## config.mk

```make
export PLATFORM = sky130hd
export DESIGN_NAME = channel_readout_sequencer
export DESIGN_NICKNAME = d
export VERILOG_FILES = /design/src/rtl/spectro_pkg.sv /design/src/rtl/piso_shift.sv /design/src/rtl/channel_readout_sequencer.sv
export SDC_FILE = /design/constraint.sdc
export NUM_CORES = 1
export LEC_CHECK = 0
export CORE_MARGIN = 2
export CORE_UTILIZATION = 56
export CTS_BUF_LIST = sky130_fd_sc_hd__clkbuf_16
export DETAILED_ROUTE_END_ITERATION = 6
export GPL_ROUTABILITY_DRIVEN = 0
export HOLD_SLACK_MARGIN = 0.05
export PLACE_DENSITY_LB_ADDON = 0.12
export SETUP_SLACK_MARGIN = 0.05
export SLEW_MARGIN = 20
export SYNTH_ARGS = -nofsm -noshare
export SYNTH_HDL_FRONTEND = slang
export SYNTH_HIERARCHICAL = 1
export SYNTH_SLANG_ARGS = --single-unit
```

## constraint.sdc

```tcl
create_clock -name clk -period 5.1 [get_ports clk]
set_input_delay 0.51 -clock clk [delete_from_list [all_inputs] [get_ports clk]]
set_output_delay 0.51 -clock clk [all_outputs]
set_load 0.05 [all_outputs]
```

## src/rtl/spectro_pkg.sv

```systemverilog
// Shared definitions for the spectrogram readout path: FSM state codes,
// the frame sync byte and the default slot count.
package spectro_pkg;

  localparam int NUM_SLOTS_DEFAULT = 16;
  localparam logic [7:0] SYNC_BYTE = 8'hA5;

  localparam int STATE_W = 3;
  typedef logic [STATE_W-1:0] state_t;

  localparam state_t ST_IDLE   = 3'd0;
  localparam state_t ST_SELECT = 3'd1;
  localparam state_t ST_LOAD   = 3'd2;
  localparam state_t ST_SHIFT  = 3'd3;
  localparam state_t ST_NEXT   = 3'd4;
  localparam state_t ST_CLEAR  = 3'd5;
  localparam state_t ST_HEADER = 3'd6;

endpackage

```

## src/rtl/piso_shift.sv

```systemverilog
// Parallel-in serial-out register, MSB first. Load has priority over shift;
// vacated LSBs fill with zero.
module piso_shift #(
  parameter int W = 12
) (
  input  logic         clk,
  input  logic         reset,
  input  logic         load_i,
  input  logic [W-1:0] data_i,
  input  logic         shift_i,
  output logic         msb_o
);

  logic [W-1:0] sr_q;

  always_ff @(posedge clk or posedge reset) begin
    if (reset) begin
      sr_q <= '0;
    end else if (load_i) begin
      sr_q <= data_i;
    end else if (shift_i) begin
      sr_q <= {sr_q[W-2:0], 1'b0};
    end
  end

  assign msb_o = sr_q[W-1];

endmodule

```

## src/rtl/channel_readout_sequencer.sv

```systemverilog
// Frame readout scheduler: walks enabled slots, loads each mux value into a PISO
// and streams it out serially. Optional FRAME_HEADER_EN sends 0xA5 before the slots.
module channel_readout_sequencer
  import spectro_pkg::*;
#(
  parameter int NUM_SLOTS  = NUM_SLOTS_DEFAULT,
  parameter int DATA_W     = 12,
  parameter int SETTLE_CYC = 1
) (
  input  logic                         clk,
  input  logic                         reset,
  input  logic                         ovf,
  input  logic [NUM_SLOTS-1:0]         chan_mask,
  input  logic [DATA_W-1:0]            data_in,
  output logic [$clog2(NUM_SLOTS)-1:0] sel,
  output logic                         load,
  output logic                         sout,
  output logic                         sout_valid,
  input  logic                         sout_ready,
  output logic                         frame_start,
  output logic                         frame_done,
  output logic                         acc_clear,
  output logic                         busy,
  output logic                         overrun,
  input  logic                         overrun_clr,
  output logic [STATE_W-1:0]           dbg_state_o
);

  localparam int IW = $clog2(NUM_SLOTS);
  localparam int BW = $clog2(DATA_W);
  localparam int SW = (SETTLE_CYC > 1) ? $clog2(SETTLE_CYC) : 1;
  localparam logic [BW-1:0] BIT_LAST    = BW'(DATA_W - 1);
  localparam logic [SW-1:0] SETTLE_LAST = SW'(SETTLE_CYC - 1);

  state_t               state_q, state_d;
  logic [IW-1:0]        idx_q, idx_d;
  logic [NUM_SLOTS-1:0] mask_q, mask_d;
  logic [BW-1:0]        bitcnt_q, bitcnt_d;
  logic [SW-1:0]        settle_q, settle_d;
  logic                 overrun_q;
  logic                 piso_load, piso_shift_en, piso_msb;
  logic [DATA_W-1:0]    piso_word;
  logic [IW:0]          hit;

  // Lowest set bit of m at position >= lo; MSB of the result flags a hit.
  function automatic logic [IW:0] find_from(input logic [NUM_SLOTS-1:0] m, input int lo);
    logic [IW:0] r;
    r = '0;
    for (int i = NUM_SLOTS - 1; i >= 0; i--) begin
      if (m[i] && (i >= lo)) r = {1'b1, i[IW-1:0]};
    end
    return r;
  endfunction

  always_ff @(posedge clk or posedge reset) begin
    if (reset) begin
      state_q   <= ST_IDLE;
      idx_q     <= '0;
      mask_q    <= '0;
      bitcnt_q  <= '0;
      settle_q  <= '0;
      overrun_q <= 1'b0;
    end else begin
      state_q  <= state_d;
      idx_q    <= idx_d;
      mask_q   <= mask_d;
      bitcnt_q <= bitcnt_d;
      settle_q <= settle_d;
      // A dropped tick outranks a simultaneous clear.
      if (ovf && (state_q != ST_IDLE)) overrun_q <= 1'b1;
      else if (overrun_clr)             overrun_q <= 1'b0;
    end
  end

  // Serial handshake: a bit transfers on a cycle with sout_valid and sout_ready
  // both high; until then sout_valid stays high and sout does not change.
  always_comb begin
    state_d       = state_q;
    idx_d         = idx_q;
    mask_d        = mask_q;
    bitcnt_d      = bitcnt_q;
    settle_d      = settle_q;
    piso_load     = 1'b0;
    piso_shift_en = 1'b0;
    piso_word     = data_in;
    hit           = '0;
    case (state_q)
      ST_IDLE: begin
        if (ovf) begin
          hit      = find_from(chan_mask, 0);
          mask_d   = chan_mask;
          idx_d    = hit[IW-1:0];
          settle_d = '0;
`ifdef FRAME_HEADER_EN
          state_d   = ST_HEADER;
          piso_load = 1'b1;
          piso_word = DATA_W'(SYNC_BYTE) << (DATA_W - 8);
          bitcnt_d  = BW'(7);
`else
          state_d = hit[IW] ? ST_SELECT : ST_CLEAR;
`endif
        end
      end
`ifdef FRAME_HEADER_EN
      ST_HEADER: begin
        if (sout_ready) begin
          piso_shift_en = 1'b1;
          bitcnt_d      = bitcnt_q - 1'b1;
          if (bitcnt_q == '0) state_d = (mask_q != '0) ? ST_SELECT : ST_CLEAR;
        end
      end
`endif
      ST_SELECT: begin
        if (settle_q == SETTLE_LAST) state_d = ST_LOAD;
        else settle_d = settle_q + 1'b1;
      end
      ST_LOAD: begin
        piso_load = 1'b1;
        bitcnt_d  = BIT_LAST;
        state_d   = ST_SHIFT;
      end
      ST_SHIFT: begin
        if (sout_ready) begin
          piso_shift_en = 1'b1;
          bitcnt_d      = bitcnt_q - 1'b1;
          if (bitcnt_q == '0) state_d = ST_NEXT;
        end
      end
      ST_NEXT: begin
        hit = find_from(mask_q, int'(idx_q) + 1);
        if (hit[IW]) begin
          idx_d    = hit[IW-1:0];
          settle_d = '0;
          state_d  = ST_SELECT;
        end else begin
          state_d = ST_CLEAR;
        end
      end
      ST_CLEAR: state_d = ST_IDLE;
      default:  state_d = ST_IDLE;
    endcase
  end

  always_comb begin
    sel         = '0;
    load        = 1'b0;
    sout_valid  = 1'b0;
    frame_start = 1'b0;
    frame_done  = 1'b0;
    acc_clear   = 1'b0;
    busy        = (state_q != ST_IDLE);
    case (state_q)
      ST_IDLE:   frame_start = ovf;
`ifdef FRAME_HEADER_EN
      ST_HEADER: sout_valid = 1'b1;
`endif
      ST_SELECT: sel = idx_q;
      ST_LOAD: begin
        sel  = idx_q;
        load = 1'b1;
      end
      ST_SHIFT: begin
        sel        = idx_q;
        sout_valid = 1'b1;
      end
      ST_NEXT:   sel = idx_q;
      ST_CLEAR: begin
        sel        = idx_q;
        frame_done = 1'b1;
        acc_clear  = 1'b1;
      end
      default: ;
    endcase
    sout = sout_valid & piso_msb;
  end

  assign overrun     = overrun_q;
  assign dbg_state_o = state_q;

  piso_shift #(.W(DATA_W)) u_piso (
    .clk     (clk),
    .reset   (reset),
    .load_i  (piso_load),
    .data_i  (piso_word),
    .shift_i (piso_shift_en),
    .msb_o   (piso_msb)
  );

endmodule
```

* Word level (Yosys, flattened, before mapping)
Index checks and enable logic that the tools add are counted.
** Word-level totals
- Logic and storage cells :: 130
- Input port bits :: 33
- Output and inout bits :: 15
- Flip-flop bits (word level) :: 41
** Cells by class
- Muxes and demuxes :: 62
- Reductions and logical operators :: 31
- Add/subtract/negate cells :: 3
- Bitwise logic cells :: 1
- $lt $le $gt $ge :: 16
- Equality and inequality tests :: 10
** Operators with widths (number)
- 5-bit two-way mux :: 35
- 4-bit by 5-bit greater-or-equal comparator with 1-bit output (first input constant) :: 8
- 12-bit two-way mux :: 2
- 3-bit by 5-bit greater-or-equal comparator with 1-bit output (first input constant) :: 4
- 3-bit two-way mux :: 6
- 1-bit logical AND :: 17
- 4-bit two-way mux :: 4
- 4-bit case mux with 2 select lines :: 2
- 3-bit case mux with 5 select lines :: 1
- 1-bit two-way mux :: 11
- 1-bit by 5-bit greater-or-equal comparator with 1-bit output (first input constant) :: 2
- 2-bit by 5-bit greater-or-equal comparator with 1-bit output (first input constant) :: 2
- 2-bit inequality test (second input constant) :: 5
- 2-bit nonzero test :: 4
- 3-bit by 2-bit == test with 1-bit output (second input constant) :: 2
- 3-bit == test (second input constant) :: 2
- 3-bit AND reduction :: 2
- 3-bit nonzero test :: 2
- 4-bit by 1-bit adder with 5-bit output (second input constant) :: 1
- 5-bit OR reduction :: 1
- 4-bit zero test :: 1
- 2-bit AND reduction :: 2
- 4-bit AND reduction :: 1
- 4-bit by 1-bit subtractor with 4-bit output (second input constant) :: 1
- 5 further kinds :: 5

* Longest topological paths before layout
Gate-level depths: netlist of the first run.
- Depth after elaboration :: 22
- Mapped depth :: 11
- Gate-level depth less buffers :: 9

* Hierarchy
The synthesis of the first run kept the hierarchy.
** Modules (own cells, without submodules)
- channel_readout_sequencer :: cells each 256, area an instance 2252.2 sq um, instances 1, seq. area each 700.7 sq um
- piso_shift :: cells each 52, area an instance 550.5 sq um, instances 1, seq. area each 300.3 sq um

* Worst setup path before layout of the first run
No wires, ideal clock.
- Kind :: flip-flop to flip-flop
- Start :: register state_q[1], in the netlist dbg_state_o[1]
- End :: register u_piso.sr_q[2]
- Path buffers :: 2
- Clock period less this slack :: 3.140 ns
- Stages on the path, launching flop included :: 5
- Library setup time :: 0.125 ns
- Setup slack :: 1.960 ns
- Data required time :: 4.975 ns
- Data arrival time :: 3.014 ns
- Cells stage by stage :: dfrtp_1 clkbuf_1 nor3b_1 buf_2 o21ai_1
** On the way
- Word-level cells in the longest chain between the ends :: 3
- Elaborated cells between the ends (all ways) :: 6
- Classes of those cells :: eq/ne: 2; mux: 3; reduce/logical: 1
** RTL lines
- start: declaration :: RTL line channel_readout_sequencer.sv:35 : state_t state_q, state_d;
- start signal: assignment :: RTL line channel_readout_sequencer.sv:64 : state_q <= state_d;
- 3-bit by 2-bit == test with 1-bit output *
- 1-bit two-way mux *
- net load :: RTL line channel_readout_sequencer.sv:16 : output logic load,
- 12-bit two-way mux or 2-bit nonzero test (tied branches)
- end signal: assignment :: RTL line piso_shift.sv:20 : sr_q <= data_i;
- end signal: assignment :: RTL line piso_shift.sv:22 : sr_q <= {sr_q[W-2:0], 1'b0};
- end: declaration :: RTL line piso_shift.sv:14 : logic [W-1:0] sr_q;
The timed path passes the listed nets; every way through them passes the cells marked *.
A chain may end at the register's enable or synchronous reset.

* Worst setup path in the final report of the first run
- Start :: register idx_q[0]
- End :: register idx_q[1]
** On the way
- Word-level cells in the longest chain between the ends :: 22
- Elaborated cells between the ends (all ways) :: 54
- Classes of those cells :: add/sub: 1; order compare: 16; eq/ne: 1; mux: 19; reduce/logical: 17
** RTL lines
- start: declaration :: RTL line channel_readout_sequencer.sv:36 : logic [IW-1:0] idx_q, idx_d;
- start signal: assignment :: RTL line channel_readout_sequencer.sv:65 : idx_q <= idx_d;
- 4-bit by 1-bit adder with 5-bit output * :: RTL line channel_readout_sequencer.sv:130 : hit = find_from(mask_q, int'(idx_q) + 1);
- 4-bit by 5-bit greater-or-equal comparator with 1-bit output :: RTL line channel_readout_sequencer.sv:50 : if (m[i] && (i >= lo)) r = {1'b1, i[IW-1:0]};
- 1-bit logical AND :: RTL line channel_readout_sequencer.sv:50
- 5-bit two-way mux (15 in series) :: RTL line channel_readout_sequencer.sv:50
- 5-bit two-way mux * :: RTL line channel_readout_sequencer.sv:50
- 5-bit two-way mux * :: RTL line channel_readout_sequencer.sv:87 : case (state_q)
- 4-bit two-way mux or 2-bit inequality test (tied branches)
- 4-bit case mux with 2 select lines or 3-bit AND reduction (tied branches)
Mark *: on every way between the ends. The rest lies on a longest branch, timed or not. The select of a mux whose other input is x is not followed.

==> reports/summary.txt, run 1 <==
Status: complete, no violations
Core region area: 4790 sq um
Count of final max-slew check failures: 0
Synth cell types: 60
Via count of the first global-routing pass: 2225
Worst R2R Setup Slack: 1.85 ns
Drt first pass iters: 4
Num CTS Buffers: 5
CTS sink cnt: 40
CTS root buf: clkbuf_16
RSZ-0062 raised after global routing: false
Final Hold Vio Count: 0
Max-cap violation count: 0
Leak Pwr: 1.40 nW
Resized Gates After CTS: 0
Total gr overflow: 0
Initial Util: 58.6%
Clock Latency Late Sink: 0.28 ns
Multi-input gate area: 1600 sq um
Post-synth EDFFs: 0
ANT cells: 0
I/O pins: 48
Final wirelength: 6.31 mm
CTS tree: yes
DP Worst Slack: 1.89 ns
Sequential cell area fraction in the yosys report: 35.7%
Ys async rst share: 100%
Via-to-Cell Ratio: 6.05
GRT met1 Usage: 37.0%
H-tree Lvls: 2
Dpl hpwl: 4.50 mm
Post-DR wirelength/cell: 15.3 um
Worst-path clk slew: 0.06 ns
Hold-fix buffers at CTS: 0
Yosys warnings: 6
CP Data Arrival Time: 3.42 ns
Die Area: 5590 sq um
Critical path launch point type: flip-flop
Rel. slew slack: 39.4%
Via count: 2494
Post-CTS setup buffers: 0
Initial DRC count: 214
Slowest cell on the critical path: dfrtp_1
Crit path max fanout: 17
Port Buf Inserts: 47
Slew @ Worst Pin: 0.902 ns
Synth Instances: 308
Maximum VDD drop: 0.274 mV
Inst Count DP: 404
Max Clock Skew: 0.00619 ns
Gr busiest metal: met2
Largest net degree at the start of global routing: 30
FF/Latch Area: 1000 sq um
Die Y: 74.7 um
Worst EP required: 5.27 ns
Syn_nets: 346
Initial antenna violation count: 0
Clock buffer depth: 2
Nets: 382
Non-Filler Instances: 412
Mapped cell area: 2800 sq um
Fillers: 390
Critical Path Most Common Cell: a21o_1
Met3 usage: 3.48%
Crit path kind: flip-flop to flip-flop
Row cnt: 25
Final WS setup: 1.85 ns
Chip width: 74.7 um
Fmax: 308 MHz
Synth-to-Final Area Change: 21.1%
Tcrit/Tclk final: 63.7%
GRT met2 Usage: 38.0%
GRT Overall Usage: 24.8%
Yosys reg bits: 40
Pwr dens: 550 nW/um^2
Syn avg cell area: 9.10 sq um
Max incr delay on CP: 0.65 ns
Cells along the critical path: inv_1, ha_1, a21o_1, a221o_1, a221oi_2, and3_1, nand4bb_4, a21o_1, mux2_4
Global-route wire length before repair: 10.6 mm
Final min period: 3.25 ns
Drc violations: 0
Worst setup EP type: flip-flop
Setup Viol. Count Final: 0
Layout cells sized above 1: 10.7%
Post-route ant nets: 0
Main synth FF type: dfrtp_1
Min-Delay Path Class: flip-flop to flip-flop
Setup TNS: 0 ns
==> final cells by class <==
class / count / share of cell area, %
repair buffers: 49 / 14.3
inverters: 16 / 1.77
flip-flops and latches: 40 / 29.5
well taps: 67 / 2.47
multi-input cells: 232 / 47.0
clock inverters: 3 / 1.25
clock buffers: 5 / 3.69
==> metal layers <==
metal | vias to the layer above | share of wire, %
met2 | 86 | 45
li1 | 1196 | -
met5 | - | 0
met4 | 0 | 1.5
met1 | 1200 | 47
met3 | 12 | 6.4
==> cell families after synthesis <==
group | count (synthesis) | share of synthesized area [%]
AOI/OAI and AO/OA | 84 | 20.8
xor gates and xnor gates | 4 | 1.25
adders and majority gates | 5 | 2.23
buffers and inverters | 36 | 7.50
DFF | 40 | 35.7
muxes | 29 | 11.2
and+or+nand+nor | 110 | 21.4
==> power by group <==
| part | internal, mW | leakage, nW | switching (mW) |
|---|---|---|---|
| clock | 0.230 | 0.0814 | 0.125 |
| combinational | 0.398 | 0.809 | 0.504 |
| sequential | 0.446 | 0.507 | 0.164 |
==> critical path: cells and delay by family (launching register included) <==
kind	cells	cell delay, ns
buffers and inverters	1	0.09
AO/OA/AOI/OAI	4	1.19
flip-flops	1	0.65
AND/OR/NAND/NOR	2	0.42
multiplexers	1	0.30
adder cells (fa/ha/maj)	1	0.48
==> sequential cells by signal, summed over array words and instances (netlist names) <==
signal / cells
mask_q: 16
u_piso/sr_q: 12
bitcnt_q: 4
idx_q: 4
dbg_state_o: 3
overrun: 1
==> worst paths after layout <==
path / to / depth (start not counted) / start
worst max-delay path: idx_q[1] / 9 / idx_q[0]
worst min-delay path: mask_q[12] / 1 / mask_q[12]
worst max register to register: idx_q[1] / 9 / idx_q[0]
worst min register to register: mask_q[12] / 1 / mask_q[12]
max in group asynchronous: idx_q[0] / 2 / reset
min in group asynchronous: u_piso/sr_q[0] / 2 / reset
==> cell usage in the layout, fill, tap and decap left out, types with 4 or more instances in the layout <==
cell / synthesis / routed
inv_1: 16 / 15
o31ai_1: 4 / 4
a211oi_1: 8 / 8
and3_1: 4 / 4
o21ai_0: 14 / 14
nor2_1: 16 / 16
o21ai_1: 9 / 9
ha_1: 5 / 5
nor2b_1: 8 / 8
clkdlybuf4s50_1: 0 / 47
dfrtp_1: 40 / 40
nand2b_1: 8 / 8
nand2_1: 30 / 30
clkbuf_16: 0 / 5
mux2_2: 14 / 14
a31oi_1: 6 / 6
nor4_1: 5 / 5
nand3_1: 7 / 7
and2_1: 7 / 7
a21oi_1: 11 / 11
nor3_1: 13 / 13
mux2i_1: 14 / 14
==> per-stage QoR <==
step / cell area (sq um) / hold WS [ns] / power, mW / util, %
after floorplan: 2800 / 0.375 / 1.31 / -
after global placement: 3230 / 0.490 / 1.48 / 67.4
after detailed placement: 3230 / 0.498 / 1.50 / 67.4
after CTS: 3390 / 0.511 / 1.87 / 70.9
after global routing: 3390 / 0.526 / 1.99 / 70.9
final: 3390 / 0.509 / 1.87 / 70.9
==> cells in the mapped netlist (5+ instances only) <==
cell type   n  area (sq um)
dfrtp_1    40          1000
nand2_1    30           113
inv_1      16          60.1
nor2_1     16          60.1
mux2_2     14           158
mux2i_1    14           140
o21ai_0    14          70.1
nor3_1     13          65.1
a21oi_1    11          55.1
o21ai_1     9          45.0
a211oi_1    8          60.1
buf_6       8          90.1
nand2b_1    8          50.1
nor2b_1     8          50.1
and2_1      7          43.8
nand3_1     7          35.0
a31oi_1     6          37.5
clkbuf_1    6          22.5
ha_1        5          62.6
nor4_1      5          31.3
Power figures use the tool's default switching activity.
==> run 2: changes to the inputs <==
--- a/config.mk
+++ b/config.mk
@@ -6,7 +6,7 @@
 export NUM_CORES = 1
 export LEC_CHECK = 0
 export CORE_MARGIN = 2
-export CORE_UTILIZATION = 56
+export CORE_UTILIZATION = 54
 export CTS_BUF_LIST = sky130_fd_sc_hd__clkbuf_16
 export DETAILED_ROUTE_END_ITERATION = 6
 export GPL_ROUTABILITY_DRIVEN = 0
==> constraint.sdc (replaced) <==
create_clock -name clk -period 3.3 [get_ports clk]
set_input_delay 0.33 -clock clk [delete_from_list [all_inputs] [get_ports clk]]
set_output_delay 0.33 -clock clk [all_outputs]
set_load 0.05 [all_outputs]
==> reports/summary.txt, run 2 (synthesis results as in run 1) <==
Status: complete, no violations
Worst setup EP type: flip-flop
Post-route ant nets: 0
Crit path max-delay family: compound AO/OA/AOI/OAI gates
Core region area: 5040 sq um
Slew @ Worst Pin: 0.870 ns
H-tree Lvls: 2
Post-DR wirelength/cell: 15.3 um
I/O pins: 48
Setup Viol. Count Final: 0
Top Registers: mask_q: 16 flops, u_piso/sr_q: 12 flops
Largest net degree at the start of global routing: 29
Crit path kind: flip-flop to flip-flop
Pwr dens: 835 nW/um^2
Most frequent cells in the layout: clkdlybuf4s50_1, dfrtp_1, nand2_1
Fillers: 411
GRT Overall Usage: 22.8%
CTS root buf: clkbuf_16
Via count of the first global-routing pass: 2254
RSZ-0062 raised after global routing: false
ANT cells: 0
Max incr delay on CP: 0.54 ns
Count of final max-slew check failures: 0
Initial antenna violation count: 0
Multi-input gate area: 1600 sq um
Min-Delay Path Class: input pin to asynchronous set/reset pin
Nets: 385
Resized Gates After CTS: 0
Worst EP required: 3.47 ns
Fmax: 345 MHz
Hold-fix buffers at CTS: 0
Clock buffer depth: 2
Leak Pwr: 1.39 nW
Layout cells sized above 1: 11.8%
Dpl hpwl: 4.64 mm
Setup TNS: 0 ns
Maximum VDD drop: 0.428 mV
Initial DRC count: 260
Max Clock Skew: 0.00323 ns
Post-CTS setup buffers: 0
Total gr overflow: 0
Initial Util: 55.6%
Via count: 2474
Final Hold Vio Count: 0
CP Data Arrival Time: 3.07 ns
Die Area: 5780 sq um
Via-to-Cell Ratio: 5.93
Clock Latency Late Sink: 0.28 ns
Final wirelength: 6.39 mm
CTS sink cnt: 40
Biggest register: mask_q
Worst-path clk slew: 0.06 ns
Tcrit/Tclk final: 87.8%
CTS tree: yes
CP Buf/Inv Count: 0
Crit path max fanout: 16
Critical path launch point type: flip-flop
Max reg flops: 16
Max-cap violation count: 0
Cells along the critical path: ha_2, nor2b_1, o21ai_0, a311oi_1, nor3b_2, nand4bb_4, a21o_1, mux2_4
Drt first pass iters: 5
DP Worst Slack: 0.318 ns
Num CTS Buffers: 5
Global-route wire length before repair: 10.7 mm
FF/Latch Area: 1000 sq um
Final WS setup: 0.402 ns
Final min period: 2.90 ns
Row cnt: 26
Port Buf Inserts: 47
Commonest non-fill, non-tap cell in the layout: clkdlybuf4s50_1
Synth-to-Final Area Change: 21.1%
Rel. slew slack: 42.0%
Chip width: 76.0 um
Slowest cell on the critical path: dfrtp_1
Drc violations: 0
Die Y: 76.0 um
## run 2: final cells by class
type	instances	area share, %
multi-input combinational	232	47.1
sequential	40	29.5
timing repair buffer	52	15.0
clock buffer	5	3.69
tap	70	2.58
inverter	16	1.77
clock inverter	2	0.369
## run 2: final timing paths
kind,startpoint,to,slack [ns],cells after the start
worst max-delay path,idx_q[1],idx_q[1],0.40,8
worst min-delay path,reset,u_piso/sr_q[11],0.40,2
worst max register to register,idx_q[1],idx_q[1],0.40,8
worst min register to register,mask_q[1],mask_q[1],0.51,1
max in group asynchronous,reset,dbg_state_o[2],2.45,2
min in group clk,mask_q[1],mask_q[1],0.51,1
## run 2: metal layers
layer,part of all wire [%],track usage [%]
met1,47,33.4
met2,44,34.7
met3,7.6,3.67
met4,1.4,7.27
met5,0,0
## run 2: power breakdown
group          internal [mW]  total, mW  switching [mW]
combinational          0.628       1.43           0.804
sequential             0.690      0.931           0.242
clock                  0.274      0.469           0.194
total                   1.59       2.83            1.24
## run 2: metrics by stage
stage / hold WS, ns / instances / power [mW] / util (%) / area, sq um
finish: 0.404 / 417 / 2.83 / 67.3 / 3390
global route: 0.473 / 417 / 3.01 / 67.3 / 3390
CTS: 0.395 / 417 / 2.82 / 67.2 / 3390
detailed placement: 0.496 / 410 / 2.35 / 64.5 / 3250
global placement: 0.491 / 410 / 2.32 / 64.5 / 3250
floorplan: 0.195 / 308 / 2.03 / - / 2800
==> run 3: changes to the inputs <==
--- a/config.mk
+++ b/config.mk
@@ -6,15 +6,15 @@
 export NUM_CORES = 1
 export LEC_CHECK = 0
 export CORE_MARGIN = 2
-export CORE_UTILIZATION = 54
+export CORE_UTILIZATION = 53
 export CTS_BUF_LIST = sky130_fd_sc_hd__clkbuf_16
 export DETAILED_ROUTE_END_ITERATION = 6
 export GPL_ROUTABILITY_DRIVEN = 0
 export HOLD_SLACK_MARGIN = 0.05
 export PLACE_DENSITY_LB_ADDON = 0.12
 export SETUP_SLACK_MARGIN = 0.05
+export SKIP_CTS_REPAIR_TIMING = 1
 export SLEW_MARGIN = 20
 export SYNTH_ARGS = -nofsm -noshare
 export SYNTH_HDL_FRONTEND = slang
-export SYNTH_HIERARCHICAL = 1
 export SYNTH_SLANG_ARGS = --single-unit
==> reports/summary.txt, run 3 <==
Slew @ Worst Pin: 0.736 ns
Yosys warnings: 0
CTS tree: yes
Commonest non-fill, non-tap cell in the layout: clkdlybuf4s50_1
Post-route ant nets: 0
Reg2reg start: idx_q[0]
Synth cell types: 58
Max Clock Skew: 0.00396 ns
Via count: 2409
Initial antenna violation count: 0
Post-synthesis mux area share: 12.6%
Total gr overflow: 0
Crit path kind: flip-flop to flip-flop
Most frequent cells in the layout: clkdlybuf4s50_1, dfrtp_1, nand2_1
Rel. slew slack: 50.5%
Maximum VDD drop: 0.477 mV
Fmax: 336 MHz
Syn avg cell area: 9.01 sq um
Most common cell in the netlist: dfrtp_1
Largest area contributor in the netlist: dfrtp_1
Final wirelength: 6.19 mm
Mapped cell area: 2680 sq um
Chip width: 75.1 um
Worst-path clk slew: 0.06 ns
Clock buffer depth: 2
Num CTS Buffers: 5
Final min period: 2.98 ns
CP Data Arrival Time: 3.14 ns
Fillers: 395
Max reg flops: 16
Pwr dens: 977 nW/um^2
Die Y: 75.1 um
Simple-Gate Fraction of Synth Area: 21.6%
Drc violations: 0
RSZ-0062 raised after global routing: false
Post-synth EDFFs: 0
Main synth FF type: dfrtp_1
Via count of the first global-routing pass: 2214
Count of final max-slew check failures: 0
Synth-to-Final Area Change: 25.3%
Syn_nets: 336
Leak Pwr: 1.41 nW
Setup TNS: 0 ns
Crit path max fanout: 13
Min-Delay Path Class: input pin to asynchronous set/reset pin
Initial DRC count: 188
Worst EP required: 3.46 ns
Synth Instances: 297
I/O pins: 48
Via-to-Cell Ratio: 5.93
Critical R2R Capture: idx_q[1]
Tcrit/Tclk final: 90.2%
Biggest register: mask_q
Max-cap violation count: 0
Post-DR wirelength/cell: 15.3 um
Synth cell count leaders: dfrtp_1, nand2_1, o21ai_0
Core region area: 4790 sq um
Ys async rst share: 100%
Nets: 377
Final Hold Vio Count: 0
Drt first pass iters: 4
Top-area cell type share of the netlist area: 37.4%
H-tree Lvls: 2
Post-Synth Adder-Cell Area: 2.81%
Port Buf Inserts: 47
CTS sink cnt: 40
GRT Overall Usage: 24.4%
Layout cells sized above 1: 10.6%
Setup Viol. Count Final: 0
Sequential cell area fraction in the yosys report: 37.4%
ANT cells: 0
Dpl hpwl: 4.49 mm
Global-route wire length before repair: 10.4 mm
Largest family of logic cells by synthesized area: simple AND/OR/NAND/NOR gates
Final Power: 3.28 mW
CTS root buf: clkbuf_16
Post-Synth XOR/XNOR Area: 1.31%
Fin Hold WS: 0.473 ns
Largest net degree at the start of global routing: 41
Initial Util: 55.9%
Clock Latency Late Sink: 0.28 ns
Worst R2R Setup Slack: 0.32 ns
Synth area leaders: dfrtp_1, mux2_2, mux2i_1
Die Area: 5630 sq um
Critical path launch point type: flip-flop
Worst setup EP type: flip-flop
Synth Area in Compound Gates: 19.1%
FF-to-FF path depth: 8
Yosys reg bits: 40
Status: complete, no violations
Top Registers: mask_q: 16 flops, u_piso.sr_q: 12 flops
Row cnt: 25
run 3: cell count changes after synthesis, sizes merged, moves of 3 or more:
| cell | previous run | this run |
|---|---|---|
| a211oi | 8 | 4 |
| a221oi | 3 | 0 |
| a31oi | 6 | 3 |
| and3 | 5 | 2 |
| buf | 14 | 8 |
| clkbuf | 6 | 10 |
| inv | 16 | 13 |
| nand2 | 30 | 37 |
| nand2b | 8 | 5 |
| nor2 | 16 | 19 |
| nor3 | 14 | 5 |
| o21ai | 24 | 27 |
| o21bai | 3 | 0 |
run 3: how the worst max path moves through the flow:
stage | endpoint | startpoint | slack (ns) | cells past startpoint
4_1_cts | idx_q[1] | idx_q[0] | 0.36 | 8
2_1_floorplan | idx_q[1] | idx_q[0] | 0.69 | 10
5_1_grt | idx_q[1] | idx_q[0] | 0.11 | 8
3_3_place_gp | idx_q[1] | idx_q[0] | 0.50 | 8
3_5_place_dp | idx_q[1] | idx_q[0] | 0.41 | 8
6_report | idx_q[1] | idx_q[0] | 0.32 | 8
run 3: cells by family (layout without fill, tap and decap cells):
logic type,Yosys count,after routing
AOI/OAI and AO/OA,76,76
xor gates and xnor gates,4,4
adders and majority gates,6,6
buffers and inverters,31,73
DFF,40,40
muxes,31,31
and+or+nand+nor,109,109
run 3: area by class of cell:
cell class                      instances  area, sq um  area share [%]
Timing Repair Buffer                   52          518            15.4
Sequential cell                        40         1000            29.9
Tap cell                               67         83.8            2.50
Clock inverter                          3         37.5            1.12
Inverter                               13         48.8            1.46
Clock buffer                            5          125            3.73
Multi-Input combinational cell        226         1540            45.9
run 3: per-stage QoR:
step | util [%] | cell area (sq um) | worst slack [ns] | instances
2_1_floorplan | - | 2680 | 0.687 | 297
3_5_place_dp | 66.7 | 3190 | 0.414 | 398
4_1_cts | 70.1 | 3350 | 0.363 | 406
3_3_place_gp | 66.7 | 3190 | 0.505 | 398
5_1_grt | 70.1 | 3350 | 0.110 | 406
6_report | 70.1 | 3350 | 0.323 | 406
run 3: worst max-delay path, cell delays in order, from the launching register on:
cell and delay, ns:
dfrtp_1 0.56, ha_1 0.46, and4b_1 0.28, mux2i_2 0.35, a21boi_0 0.21, and4b_1 0.36
nand3_2 0.11, a21oi_4 0.22, mux2_4 0.31
run 3: report_power, final:
part | switching (mW) | internal (mW)
logic | 1.03 | 0.737
clock network | 0.182 | 0.351
registers | 0.253 | 0.721
run 3: metal layers:
metal / track usage, % / up-vias / wire length, um
li1: - / 1153 / -
met1: 36.0 / 1127 / 2840
met2: 35.1 / 114 / 2710
met3: 5.49 / 15 / 511
met4: 8.93 / 0 / 135
met5: 0 / - / 0
